===== src/rtl/agc_stim_gen.sv =====
// agc_stim_gen: three-segment (low/high/low) square-wave step-burst source for the AGC sample input
module agc_stim_gen #(
  parameter int DATA_W = 8,
  parameter int HOLD_W = 12
) (
  input  logic              clk,
  input  logic              rst_n,
  input  logic              start,
  input  logic              abort,
  input  logic [6:0]        amp_lo,
  input  logic [6:0]        amp_hi,
  input  logic [2:0]        period_log2,
  input  logic [HOLD_W-1:0] hold_len,
  output logic [DATA_W-1:0] sample_out,
  output logic              sample_valid,
  input  logic              sample_ready,
  output logic              busy,
  output logic              done
);
  typedef enum logic [1:0] {IDLE, LOW1, HIGH, LOW2} state_t;
  state_t state, state_n;
  logic [6:0] lo_r, hi_r, phase;
  logic [2:0] plog_r;
  logic [HOLD_W-1:0] hold_r, seg_cnt;
  logic sign, done_n, xfer, seg_last, go, wrap;
  logic [DATA_W-1:0] mag;
  assign busy = state != IDLE;
  assign sample_valid = busy;
  assign xfer = busy & sample_ready;
  assign go = (state == IDLE) & start & !abort;
  assign seg_last = seg_cnt == hold_r - 1'b1;
  // phase is widened so a half-period of 128 can be matched
  assign wrap = ({1'b0, phase} + 8'd1) == (8'd1 << plog_r);
  assign mag = DATA_W'(state == HIGH ? hi_r : lo_r);
  assign sample_out = busy ? (sign ? -mag : mag) : '0;
  always_comb begin
    state_n = state;
    done_n = 1'b0;
    if (busy && abort) state_n = IDLE;
    else if (go) state_n = LOW1;
    else if (xfer && seg_last) begin
      state_n = state == LOW1 ? HIGH : state == HIGH ? LOW2 : IDLE;
      done_n = state == LOW2;
    end
  end
  always_ff @(posedge clk or negedge rst_n) begin
    if (!rst_n) begin
      state <= IDLE;
      done <= 1'b0;
      lo_r <= '0;
      hi_r <= '0;
      plog_r <= '0;
      hold_r <= '0;
      phase <= '0;
      sign <= 1'b0;
      seg_cnt <= '0;
    end else begin
      state <= state_n;
      done <= done_n;
      if (go) begin
        lo_r <= amp_lo;
        hi_r <= amp_hi;
        plog_r <= period_log2;
        hold_r <= hold_len == '0 ? HOLD_W'(1) : hold_len;
        phase <= '0;
        sign <= 1'b0;
        seg_cnt <= '0;
      end else if (xfer) begin
        phase <= wrap ? '0 : phase + 7'd1;
        sign <= sign ^ wrap;
        seg_cnt <= seg_last ? '0 : seg_cnt + 1'b1;
      end
    end
  end
endmodule

===== config.mk =====
export PLATFORM = sky130hd
export DESIGN_NAME = agc_stim_gen
export DESIGN_NICKNAME = d
export VERILOG_FILES = /design/src/rtl/agc_stim_gen.sv
export SDC_FILE = /design/constraint.sdc
export NUM_CORES = 1
export LEC_CHECK = 0
export ABC_AREA = 1
export ABC_CLOCK_PERIOD_IN_PS = 3800
export BUFFER_PORTS_ARGS = -buffer_cell sky130_fd_sc_hd__buf_2
export CAP_MARGIN = 15
export CORE_UTILIZATION = 55
export DETAILED_ROUTE_END_ITERATION = 7
export HOLD_SLACK_MARGIN = 0.05
export PLACE_DENSITY = 0.87
export SLEW_MARGIN = 20
export SYNTH_ARGS = -nofsm -noshare
export SYNTH_HDL_FRONTEND = slang
export SYNTH_SLANG_ARGS = --single-unit
export TNS_END_PERCENT = 5

===== constraint.sdc =====
create_clock -name clk -period 3.8 [get_ports clk]
set_input_delay 0.76 -clock clk [delete_from_list [all_inputs] [get_ports clk]]
set_output_delay 0.76 -clock clk [all_outputs]
set_load 0.03 [all_outputs]

# After elaboration in Yosys (flattened, before gate mapping)
# Index checks and enable logic that the tools add are counted.
# totals
output_inout_bits	11
rom_bits	0
in_bits	34
n_memories	0
ff_bits	52
latch_bits	0
wordCells	52
ramBits	0
# op_classes
n_lt_le_gt_ge	0
reduce_logical	8
n_shift	1
n_addsub	5
n_mux	20
n_eq_ne	5
n_bitwise	4
n_div	0
n_mul	0
# ops
cell	count
$mux W12	4
$mux W7	4
$mux W8	2
$add A12 B1 Y12 const B	1
$eq A12 B12 Y1	1
$logic_not A12 Y1	1
$sub A12 B1 Y12 const B	1
$mux W2	5
$add A7 B1 Y8 const B	1
$eq A8 B8 Y1	1
$neg A7 Y8	1
$shl A1 B3 Y8 const A	1
$add A7 B1 Y7 const B	1
$mux W1	5
$eq A2 B2 Y1 const B	2
$reduce_bool A2 Y1	2
$and A1 B1 Y1	3
$reduce_bool A3 Y1	1
$eq A2 B1 Y1 const B	1
$logic_and A1 B1 Y1	2
$logic_not A2 Y1	1
$logic_not A1 Y1	1
$xor A1 B1 Y1	1

# Longest topological paths before layout
# Gate-level depths: netlist (run 1).
# depth
word_depth	6
ltp_mapped	13
mapped_depth_nobuf	13

# Least setup slack after synthesis (run 1)
# Ideal clock, no wire load.
# synth_timing
kind	register to output
start	register state[0]
end	output sample_out[6]
slack_ns	0.741
required_time_ns	3.040
stages_incl_launch_ff	11
path_buffers	1
arrival_time_ns	2.299
cell_sequence	dfrtp_1 -> inv_1 -> ha_1 -> buf_4 -> mux2i_1 -> ha_1 -> inv_1 -> nor2_1 -> nand3_1 -> and3_1 -> nor3_1
# synth_between
elab_chain_len	5
word_cells_on_any_way	6
classes_between	1 x add/sub; 1 x eq/ne; 3 x mux; 1 x reduce/logical
# synth_rtl
item	line_no	rtl
start: declaration	21	state_t state, state_n;
start signal: assignment	58	state <= state_n;
$eq A2 B2 Y1	34	assign mag = DATA_W'(state == HIGH ? hi_r : lo_r);
$mux W7	34	
$neg A7 Y8	35	assign sample_out = busy ? (sign ? -mag : mag) : '0;
$mux W8	35	
$mux W8 *	35	
end: declaration	14	output logic [DATA_W-1:0] sample_out,
# Every way passes the cells marked *; elsewhere a longest branch is shown, timed or not.

# Final worst setup path (run 1)
# Same ends and word-level chain as after synthesis.

==> run_results.csv, run 1 <==
group,metric,value,unit
min_path,hold_depth,2,
global_route,overflow,0,
final_layout,multiInputGateArea,1830,um^2
timing,fin_crit_sh,0.891,
critical_path,rr_startpoint,"hold_r[0]$_DFFE_PN0P_",
synth,syn_area,3370,um^2
floorplan,die_w,80.3,um
final_layout,stdcell_count,594,
critical_path,reg2reg_depth,11,
synth,synth_area_per_cell,7.10,um^2
critical_path,cp-end-kind,"output port",
synth,synth_area_leader_cell,"dfrtp_1",
floorplan,die_h,80.3,um
timing,setup_violations,0,
floorplan,rows,28,
place,portBuffers,44,
critical_path,critPathKind,"register to output port",
routing,routedWlPerCell,13.3,um
power_and_ir_drop,switching_share,0.499,
floorplan,die_area,6450,um^2
clock_tree,cts_resized,0,
clock_tree,cts_tree,"done",
synth,synth.distinct_cells,31,
power_and_ir_drop,power_frac_clock,0.127,
critical_path,required,3.04,ns
final_layout,synthToLayoutAreaGrowth,11.0,%
global_route,grt_pass1_wl,13.3,mm
floorplan,num_io_pins,45,
final_layout,fillers,495,
routing,viasPerCell,5.52,
critical_path,critPathArrivalTime,2.63,ns
synth,async_reset_ff_frac,1.00,
clock_tree,cts.sinks,52,
timing,period_minus_slack,3.39,ns
clock_tree,holdBufCountCts,0,
routing,num_vias,3280,
place,gp_congestion,0.958,
final_layout,final_nets,559,
clock_tree,insertion_delay,0.32,ns
timing,relSlewSlack,0.450,
critical_path,rrSetupSlack,1.53,ns
power_and_ir_drop,power_density,714,nW/um^2
global_route,grt_pass1_vias,2960,
routing,drc,0,
critical_path,cp-start-kind,"register",
timing,fin_worst_skew,0.00942,ns
synth,synth_nets,516,
final_layout,seq_area,1300,um^2
routing,drt_iter0_drc,265,
clock_tree,cts_htree_levels,2,
routing,first_pass_iters,5,
synth,synth_top_area_share,0.386,
power_and_ir_drop,vdd_drop_max,603,uV
power_and_ir_drop,power_switching,1.33,mW
min_path,min_path_type,"register to register",
global_route,antenna_found_initial,0,
clock_tree,root_buffer,"clkbuf_8",
power_and_ir_drop,p_int,1.34,mW
synth,synth-seq-cells,52,
synth,synthCells,475,
timing,hold_slack,0.496,ns
synth,yosysSeqAreaShare,0.386,
timing,worst_pin_slew,0.825,ns
floorplan,core_area,5920,um^2
power_and_ir_drop,seqPwrFrac,0.351,
final_layout,diodes,0,
timing,report.final.slew_viol_count,0,
floorplan,start_util,0.570,
clock_tree,cts_setup_buffers,0,
clock_tree,cts_buffers,5,
timing,rsz0062_at_grt,"no",
critical_path,r2r_end,"seg_cnt[6]$_DFFE_PN0P_",
routing,drt-total-wl,7.90,mm
clock_tree,cts_buffer_depth,2,
timing,hold_violations,0,
status,status,"complete, no violations",
critical_path,worst-path-max-fanout,8,
min_path,hold_end,"lo_r[2]$_DFFE_PN0P_",
timing,fmax,295,MHz
min_path,hold_start,"lo_r[2]$_DFFE_PN0P_",
place,dp.cells,586,
power_and_ir_drop,combPwrFrac,0.522,
power_and_ir_drop,p_total,2.67,mW
synth,yosys-top-cells-area,"dfrtp_1 39%, nand2_1 19%, nand3_1 6.8%, inv_1 5.0%, o21ai_0 3.9%",
power_and_ir_drop,leakage,1.90,nW
routing,drtAntennaViolNets,0,
timing,tns,0,ns
synth,yosysWarnings,0,
final_layout,drive_above_1_share,0.170,
global_route,grt_max_degree,38,
flow_run,drv_cap,0,
synth,synthFlopType,"dfrtp_1",
clock_tree,clk_pin_slew,0.09,ns
synth,synth_edf_count,0,
place,hpwlAfterDp,6.10,mm
global_route,grt_usage,0.268,
per-stage QoR:
step           instance area, um^2   util  worst slack, ns
6_report                      3740  0.632            0.414
5_1_grt                       3740  0.632            0.229
4_1_cts                       3740  0.632            0.415
3_5_place_dp                  3650  0.617            0.778
3_3_place_gp                  3650  0.617            0.872
2_1_floorplan                 3370      -            0.741
flip-flops by register name, indices dropped and copies added, names as in the netlist:
signal / count
phase: 7
hi_r: 7
done: 1
lo_r: 7
hold_r: 12
sign: 1
state: 2
plog_r: 3
seg_cnt: 12
how the worst max path moves through the flow:
stage | start | to
5_1_grt | state[0]$_DFFE_PN0P_ | sample_out[6]
4_1_cts | state[0]$_DFFE_PN0P_ | sample_out[6]
3_3_place_gp | state[0]$_DFFE_PN0P_ | sample_out[6]
2_1_floorplan | state[0]$_DFFE_PN0P_ | sample_out[6]
3_5_place_dp | state[0]$_DFFE_PN0P_ | sample_out[6]
6_report | state[0]$_DFFE_PN0P_ | sample_out[6]
cell families after synthesis:
family | Yosys count | synth area share
compound gates | 48 | 0.0853
xor+xnor | 17 | 0.0442
fa+ha+maj | 7 | 0.0260
buf+inv | 60 | 0.0716
flops | 52 | 0.386
mux | 3 | 0.00891
simple gates | 288 | 0.378
critical path, stage by stage (launching register included):
cell     delay [ns]
dfrtp_1        0.41
inv_1          0.09
ha_1           0.38
mux2i_1        0.38
ha_1           0.24
inv_1          0.06
nor2_1         0.15
nand3_1        0.11
and3_1         0.16
nor3_1         0.11
buf_2          0.22
cell usage in the layout (no fill, tap or decap), types with 2 or more instances in the layout:
cell type	n
buf_2	44
nand2_4	3
mux2i_1	3
xnor2_1	6
a21oi_1	9
dfrtp_1	52
nor2_2	9
clkbuf_8	5
nor3_1	12
nand2_1	173
nand4_1	6
nand3_2	2
o21ai_0	26
nor2_4	2
nand3_1	46
nor2_1	23
and3_1	2
o21ai_2	11
ha_1	7
inv_1	45
xor2_1	11
inv_2	4
buf_4	3
nor4_1	4
nand3b_1	2
synthesized netlist by cell type, types with 2 or more instances:
cell / number
o21ai_2: 11
buf_4: 3
nor4_1: 4
nand2_4: 3
nor2_1: 23
nand4_1: 6
xor2_1: 11
buf_2: 4
nand3_2: 2
inv_2: 4
xnor2_1: 6
inv_1: 45
nor3_1: 12
dfrtp_1: 52
and3_1: 2
ha_1: 7
nand3_1: 46
a21oi_1: 9
nor2_2: 9
mux2i_1: 3
nand3b_1: 2
clkbuf_1: 4
o21ai_0: 26
nand2_1: 173
nor2_4: 2
layout make-up:
cell class	count	area share
repair buffers	47	0.0649
well taps	75	0.0251
multi-input cells	363	0.489
flip-flops and latches	52	0.348
inverters	49	0.0491
clock buffers	5	0.0184
clock inverters	3	0.00602
power by group through the flow:
stage	sequential [mW]	combinational, mW	clock [mW]
after global placement	0.937	1.32	0
after CTS	0.933	1.39	0.342
after floorplan	0.883	1.10	0
after global routing	0.959	1.56	0.359
after detailed placement	0.944	1.37	0
final	0.937	1.39	0.339
per-layer routing:
layer	global-route usage	vias to the layer above	wire (um)
met1	0.357	1517	3440
met3	0.0511	23	512
met4	0.0964	0	172
met2	0.432	128	3770
met5	0	-	0
li1	-	1612	-
(Power assumes the default switching activity.)
==> run 2: changes to the inputs <==
--- a/config.mk
+++ b/config.mk
@@ -12,7 +12,7 @@
 export CORE_UTILIZATION = 55
 export DETAILED_ROUTE_END_ITERATION = 7
 export HOLD_SLACK_MARGIN = 0.05
-export PLACE_DENSITY = 0.87
+export PLACE_DENSITY = 0.77
 export SLEW_MARGIN = 20
 export SYNTH_ARGS = -nofsm -noshare
 export SYNTH_HDL_FRONTEND = slang
==> run 2 against run 1 <==
Effect of this change:
- combinational power about the same
- critical path type unchanged
- total power grew 0.51%
- clock skew fell by 0.0064 ns
- critical path depth did not move
- register-to-register slack got worse by 0.02 ns
- sequential share of layout area down 0.22 points
- global-route usage is 0.086 points lower
- final area grew 0.64%
==> run_results.csv, run 2 (synthesized netlist as in run 1, its figures left out) <==
group,metric,value,unit
final_layout,final_nets,559,
routing,drt_iter0_drc,208,
power_and_ir_drop,leakage,1.90,nW
timing,worst_pin_slew,0.747,ns
place,dp.cells,586,
floorplan,die_h,80.3,um
critical_path,required,3.04,ns
power_and_ir_drop,vdd_drop_max,493,uV
timing,period_minus_slack,3.40,ns
clock_tree,cts_tree,"done",
timing,fmax,294,MHz
critical_path,r2r_end,"seg_cnt[5]$_DFFE_PN0P_",
clock_tree,cts.sinks,52,
power_and_ir_drop,switching_share,0.478,
critical_path,endpoint,"sample_out[6]",
global_route,grt_pass1_wl,13.4,mm
global_route,grt_usage,0.267,
power_and_ir_drop,seqPwrFrac,0.347,
critical_path,rrSetupSlack,1.51,ns
timing,fin_crit_sh,0.895,
place,portBuffers,44,
final_layout,reg_top3,"hold_r x12, seg_cnt x12",
min_path,min_path_type,"input port to async pin",
final_layout,fillers,538,
final_layout,synthToLayoutAreaGrowth,11.7,%
global_route,antenna_found_initial,0,
power_and_ir_drop,power_switching,1.28,mW
clock_tree,cts_htree_levels,2,
global_route,grt_max_degree,39,
critical_path,critPathLaunch,"state[0]$_DFFE_PN0P_",
place,hpwlAfterDp,5.76,mm
clock_tree,root_buffer,"clkbuf_8",
timing,report.final.slew_viol_count,0,
routing,drc,0,
floorplan,start_util,0.570,
timing,fin_worst_skew,0.00299,ns
critical_path,cp-start-kind,"register",
critical_path,rr_startpoint,"state[0]$_DFFE_PN0P_",
critical_path,cp-end-kind,"output port",
critical_path,critPathArrivalTime,2.64,ns
routing,drt-total-wl,7.50,mm
final_layout,multiInputGateArea,1830,um^2
clock_tree,insertion_delay,0.31,ns
final_layout,stdcell_count,594,
timing,rsz0062_at_grt,"no",
timing,tns,0,ns
critical_path,critPathKind,"register to output port",
power_and_ir_drop,power_density,713,nW/um^2
clock_tree,cts_buffers,5,
timing,relSlewSlack,0.502,
place,gp_congestion,0.930,
critical_path,reg2reg_depth,8,
final_layout,diodes,0,
routing,viasPerCell,5.31,
floorplan,die_w,80.3,um
global_route,overflow,0,
power_and_ir_drop,p_int,1.40,mW
final_layout,seq_area,1300,um^2
floorplan,core_area,5920,um^2
status,status,"complete, no violations",
flow_run,drv_cap,0,
floorplan,num_io_pins,45,
critical_path,worst-path-max-fanout,8,
clock_tree,holdBufCountCts,0,
clock_tree,cts_buffer_depth,2,
floorplan,rows,28,
power_and_ir_drop,power_frac_clock,0.146,
global_route,grt_pass1_vias,2961,
routing,first_pass_iters,5,
routing,num_vias,3156,
timing,hold_slack,0.491,ns
clock_tree,cts_setup_buffers,0,
routing,routedWlPerCell,12.6,um
final_layout,layout_commonest_cell,"nand2_1",
power_and_ir_drop,combPwrFrac,0.507,
timing,hold_violations,0,
routing,drtAntennaViolNets,0,
clock_tree,clk_pin_slew,0.10,ns
floorplan,die_area,6450,um^2
final_layout,drive_above_1_share,0.170,
final_layout,final_cell_mix,"173 x nand2_1, 52 x dfrtp_1, 46 x nand3_1, 45 x inv_1, 44 x buf_2",
timing,setup_violations,0,
clock_tree,cts_resized,0,
==> run 2: cell count changes in the layout (fill, tap and decap cells not counted) <==
cell	previous run	this run
clkinv_4	1	0
bufinv_16	0	1
clkinv_2	1	0
clkinvlp_4	0	1
==> run 2: critical path: stages (launching register included) <==
cell and delay (ns):
dfrtp_1 0.41, inv_1 0.09, ha_1 0.40, mux2i_1 0.40, ha_1 0.23, inv_1 0.06
nor2_1 0.14, nand3_1 0.11, and3_1 0.16, nor3_1 0.12, buf_2 0.22
==> run 2: power by group through the flow <==
stage	clock network (mW)	registers (mW)	logic, mW
after floorplan	0	0.883	1.10
after detailed placement	0	0.939	1.35
after global placement	0	0.935	1.32
final	0.391	0.931	1.36
after CTS	0.401	0.928	1.36
after global routing	0.420	0.957	1.56
==> run 2: layer usage <==
layer	vias up	global-route usage	part of all wire
li1	1612	-	-
met1	1448	0.368	0.47
met2	79	0.427	0.46
met3	17	0.0375	0.041
met4	0	0.0929	0.022
met5	-	0	0
==> run 2: worst min-delay path by stage <==
stage / from / to / slack, ns / cells past startpoint
after floorplan: hi_r[3]$_DFFE_PN0P_ / hi_r[3]$_DFFE_PN0P_ / 0.44 / 2
after global placement: hi_r[2]$_DFFE_PN0P_ / hi_r[2]$_DFFE_PN0P_ / 0.47 / 2
after detailed placement: lo_r[1]$_DFFE_PN0P_ / lo_r[1]$_DFFE_PN0P_ / 0.46 / 2
after CTS: lo_r[1]$_DFFE_PN0P_ / lo_r[1]$_DFFE_PN0P_ / 0.49 / 2
after global routing: hi_r[5]$_DFFE_PN0P_ / hi_r[5]$_DFFE_PN0P_ / 0.53 / 2
final: rst_n / phase[6]$_DFFE_PN0P_ / 0.49 / 1
==> run 2: cell type report <==
| type | instances | share of cell area |
|---|---|---|
| clock inverters | 3 | 0.0123 |
| well taps | 75 | 0.0249 |
| repair buffers | 47 | 0.0645 |
| clock buffers | 5 | 0.0183 |
| multi-input cells | 363 | 0.486 |
| inverters | 49 | 0.0488 |
| flip-flops and latches | 52 | 0.346 |
==> run 2: metrics by stage <==
stage                     total power, mW  worst slack [ns]   util  instance area [um^2]
after global routing                 2.93             0.220  0.636                  3770
after CTS                            2.69             0.391  0.636                  3770
final                                2.68             0.397  0.636                  3770
after global placement               2.25             0.850  0.617                  3650
after floorplan                      1.98             0.741      -                  3370
after detailed placement             2.29             0.776  0.617                  3650
==> run 3: changes to the inputs <==
--- a/config.mk
+++ b/config.mk
@@ -7,12 +7,12 @@
 export LEC_CHECK = 0
 export ABC_AREA = 1
 export ABC_CLOCK_PERIOD_IN_PS = 3800
-export BUFFER_PORTS_ARGS = -buffer_cell sky130_fd_sc_hd__buf_2
 export CAP_MARGIN = 15
-export CORE_UTILIZATION = 55
+export CORE_UTILIZATION = 35
 export DETAILED_ROUTE_END_ITERATION = 7
+export DONT_BUFFER_PORTS = 1
 export HOLD_SLACK_MARGIN = 0.05
-export PLACE_DENSITY = 0.77
+export REMOVE_ABC_BUFFERS = 1
 export SLEW_MARGIN = 20
 export SYNTH_ARGS = -nofsm -noshare
 export SYNTH_HDL_FRONTEND = slang
==> run 3 against run 2 <==
Effect of this change:
- total power shrank 3.9%
- critical path depth grew 1
- final area decreased by 4.0%
- critical endpoint is now sample_out[5]
- largest cell class unchanged
- maximum frequency shrank 1.1%
- cell count up 2.2%
- clock power down 13%
- register-to-register slack lost 0.30 ns
- global-route usage down 11 points
- largest power group unchanged
- clock skew increased by 0.011 ns
==> run_results.csv, run 3 (synthesized netlist as in run 1, its figures left out) <==
group,metric,value,unit
global_route,grt_max_degree,53,
routing,drc,0,
power_and_ir_drop,seqPwrFrac,0.361,
timing,period_minus_slack,3.44,ns
place,portBuffers,0,
floorplan,die_h,100,um
routing,drt_iter0_drc,77,
clock_tree,holdBufCountCts,0,
routing,routedWlPerCell,12.3,um
timing,tns,0,ns
power_and_ir_drop,vdd_drop_max,480,uV
clock_tree,clk_pin_slew,0.11,ns
power_and_ir_drop,switching_share,0.490,
critical_path,critPathArrivalTime,2.68,ns
floorplan,num_io_pins,45,
critical_path,cp-start-kind,"register",
critical_path,required,3.04,ns
clock_tree,cts_setup_buffers,0,
power_and_ir_drop,combPwrFrac,0.507,
critical_path,worst-path-max-fanout,8,
power_and_ir_drop,power_switching,1.26,mW
final_layout,synthToLayoutAreaGrowth,7.20,%
timing,relSlewSlack,0.498,
global_route,grt_pass1_vias,2871,
global_route,overflow,0,
power_and_ir_drop,p_int,1.31,mW
routing,first_pass_iters,4,
power_and_ir_drop,power_frac_clock,0.132,
clock_tree,cts_tree,"done",
global_route,antenna_found_initial,0,
flow_run,drv_cap,0,
floorplan,core_area,9280,um^2
routing,num_vias,2915,
timing,fin_crit_sh,0.905,
global_route,grt_usage,0.158,
floorplan,start_util,0.363,
status,status,"complete, no violations",
clock_tree,cts_htree_levels,2,
floorplan,rows,35,
floorplan,die_w,100,um
final_layout,reg_top3,"hold_r x12, seg_cnt x12",
critical_path,cp-end-kind,"output port",
final_layout,drive_above_1_share,0.0983,
final_layout,final_nets,518,
power_and_ir_drop,power_density,713,nW/um^2
place,dp_slack,0.708,ns
timing,fmax,291,MHz
clock_tree,insertion_delay,0.31,ns
place,gp_congestion,0.839,
timing,hold_violations,0,
routing,drtAntennaViolNets,0,
critical_path,rrSetupSlack,1.21,ns
clock_tree,cts_buffer_depth,2,
timing,setup_ws,0.360,ns
routing,viasPerCell,4.80,
clock_tree,cts_buffers,5,
timing,fin_worst_skew,0.0137,ns
timing,worst_pin_slew,0.753,ns
min_path,min_path_type,"input port to async pin",
timing,setup_violations,0,
clock_tree,cts_resized,0,
timing,report.final.slew_viol_count,0,
final_layout,final_cell_mix,"173 x nand2_1, 52 x dfrtp_1, 46 x nand3_1, 45 x inv_1, 26 x o21ai_0",
critical_path,critPathKind,"register to output port",
floorplan,die_area,10000,um^2
timing,rsz0062_at_grt,"no",
final_layout,diodes,0,
power_and_ir_drop,leakage,1.72,nW
clock_tree,cts.sinks,52,
routing,drt-total-wl,7.47,mm
global_route,grt_pass1_wl,12.8,mm
final_layout,layout_commonest_cell,"nand2_1",
clock_tree,root_buffer,"clkbuf_8",
place,hpwlAfterDp,5.63,mm
## run 3: worst max-delay path, cell delays in order (launching register included)
cell     delay (ns)
dfrtp_1        0.41
inv_1          0.09
ha_1           0.40
inv_2          0.11
or2_1          0.23
o21ai_2        0.09
inv_1          0.06
nor2_1         0.14
nand4_1        0.12
nand2_1        0.11
o21ai_0        0.08
a21oi_1        0.54
## run 3: metal layers
layer | vias up | routed length (um) | track usage
met5 | - | 0 | 0
met1 | 1329 | 3550 | 0.212
met2 | 59 | 3510 | 0.267
li1 | 1521 | - | -
met4 | 0 | 74 | 0.0357
met3 | 6 | 331 | 0.0279
## run 3: power by group through the flow
stage	combinational, mW	clock [mW]	sequential (mW)
after floorplan	1.07	0	0.886
after detailed placement	1.31	0	0.941
after CTS	1.31	0.351	0.932
final	1.31	0.341	0.930
after global placement	1.28	0	0.941
after global routing	1.49	0.374	0.958
## run 3: area by class of cell
class / instances / area (um^2)
repair buffers: 6 / 45.0
clock buffers: 5 / 68.8
fillers: 1017 / 5670
flip-flops and latches: 52 / 1300
well taps: 129 / 161
multi-input cells: 363 / 1830
inverters: 49 / 184
clock inverters: 3 / 25.0
## run 3: worst paths after layout
| path | start | endpoint | cells after the start |
|---|---|---|---|
| max reg2reg | state[0]$_DFFE_PN0P_ | seg_cnt[7]$_DFFE_PN0P_ | 8 |
| max | state[0]$_DFFE_PN0P_ | sample_out[5] | 11 |
| max in group asynchronous | rst_n | phase[5]$_DFFE_PN0P_ | 0 |
| min | rst_n | done$_DFF_PN0_ | 0 |
| min reg2reg | hi_r[5]$_DFFE_PN0P_ | hi_r[5]$_DFFE_PN0P_ | 2 |
| min in group clk | hi_r[5]$_DFFE_PN0P_ | hi_r[5]$_DFFE_PN0P_ | 2 |
## run 3: metrics by stage
stage | area, um^2 | util | hold WS (ns) | power [mW] | std cells
floorplan | 3310 | - | 0.441 | 1.95 | 464
global placement | 3520 | 0.379 | 0.468 | 2.22 | 599
detailed placement | 3520 | 0.379 | 0.467 | 2.25 | 599
CTS | 3610 | 0.389 | 0.121 | 2.60 | 607
global route | 3610 | 0.389 | 0.106 | 2.82 | 607
finish | 3610 | 0.389 | 0.130 | 2.58 | 607
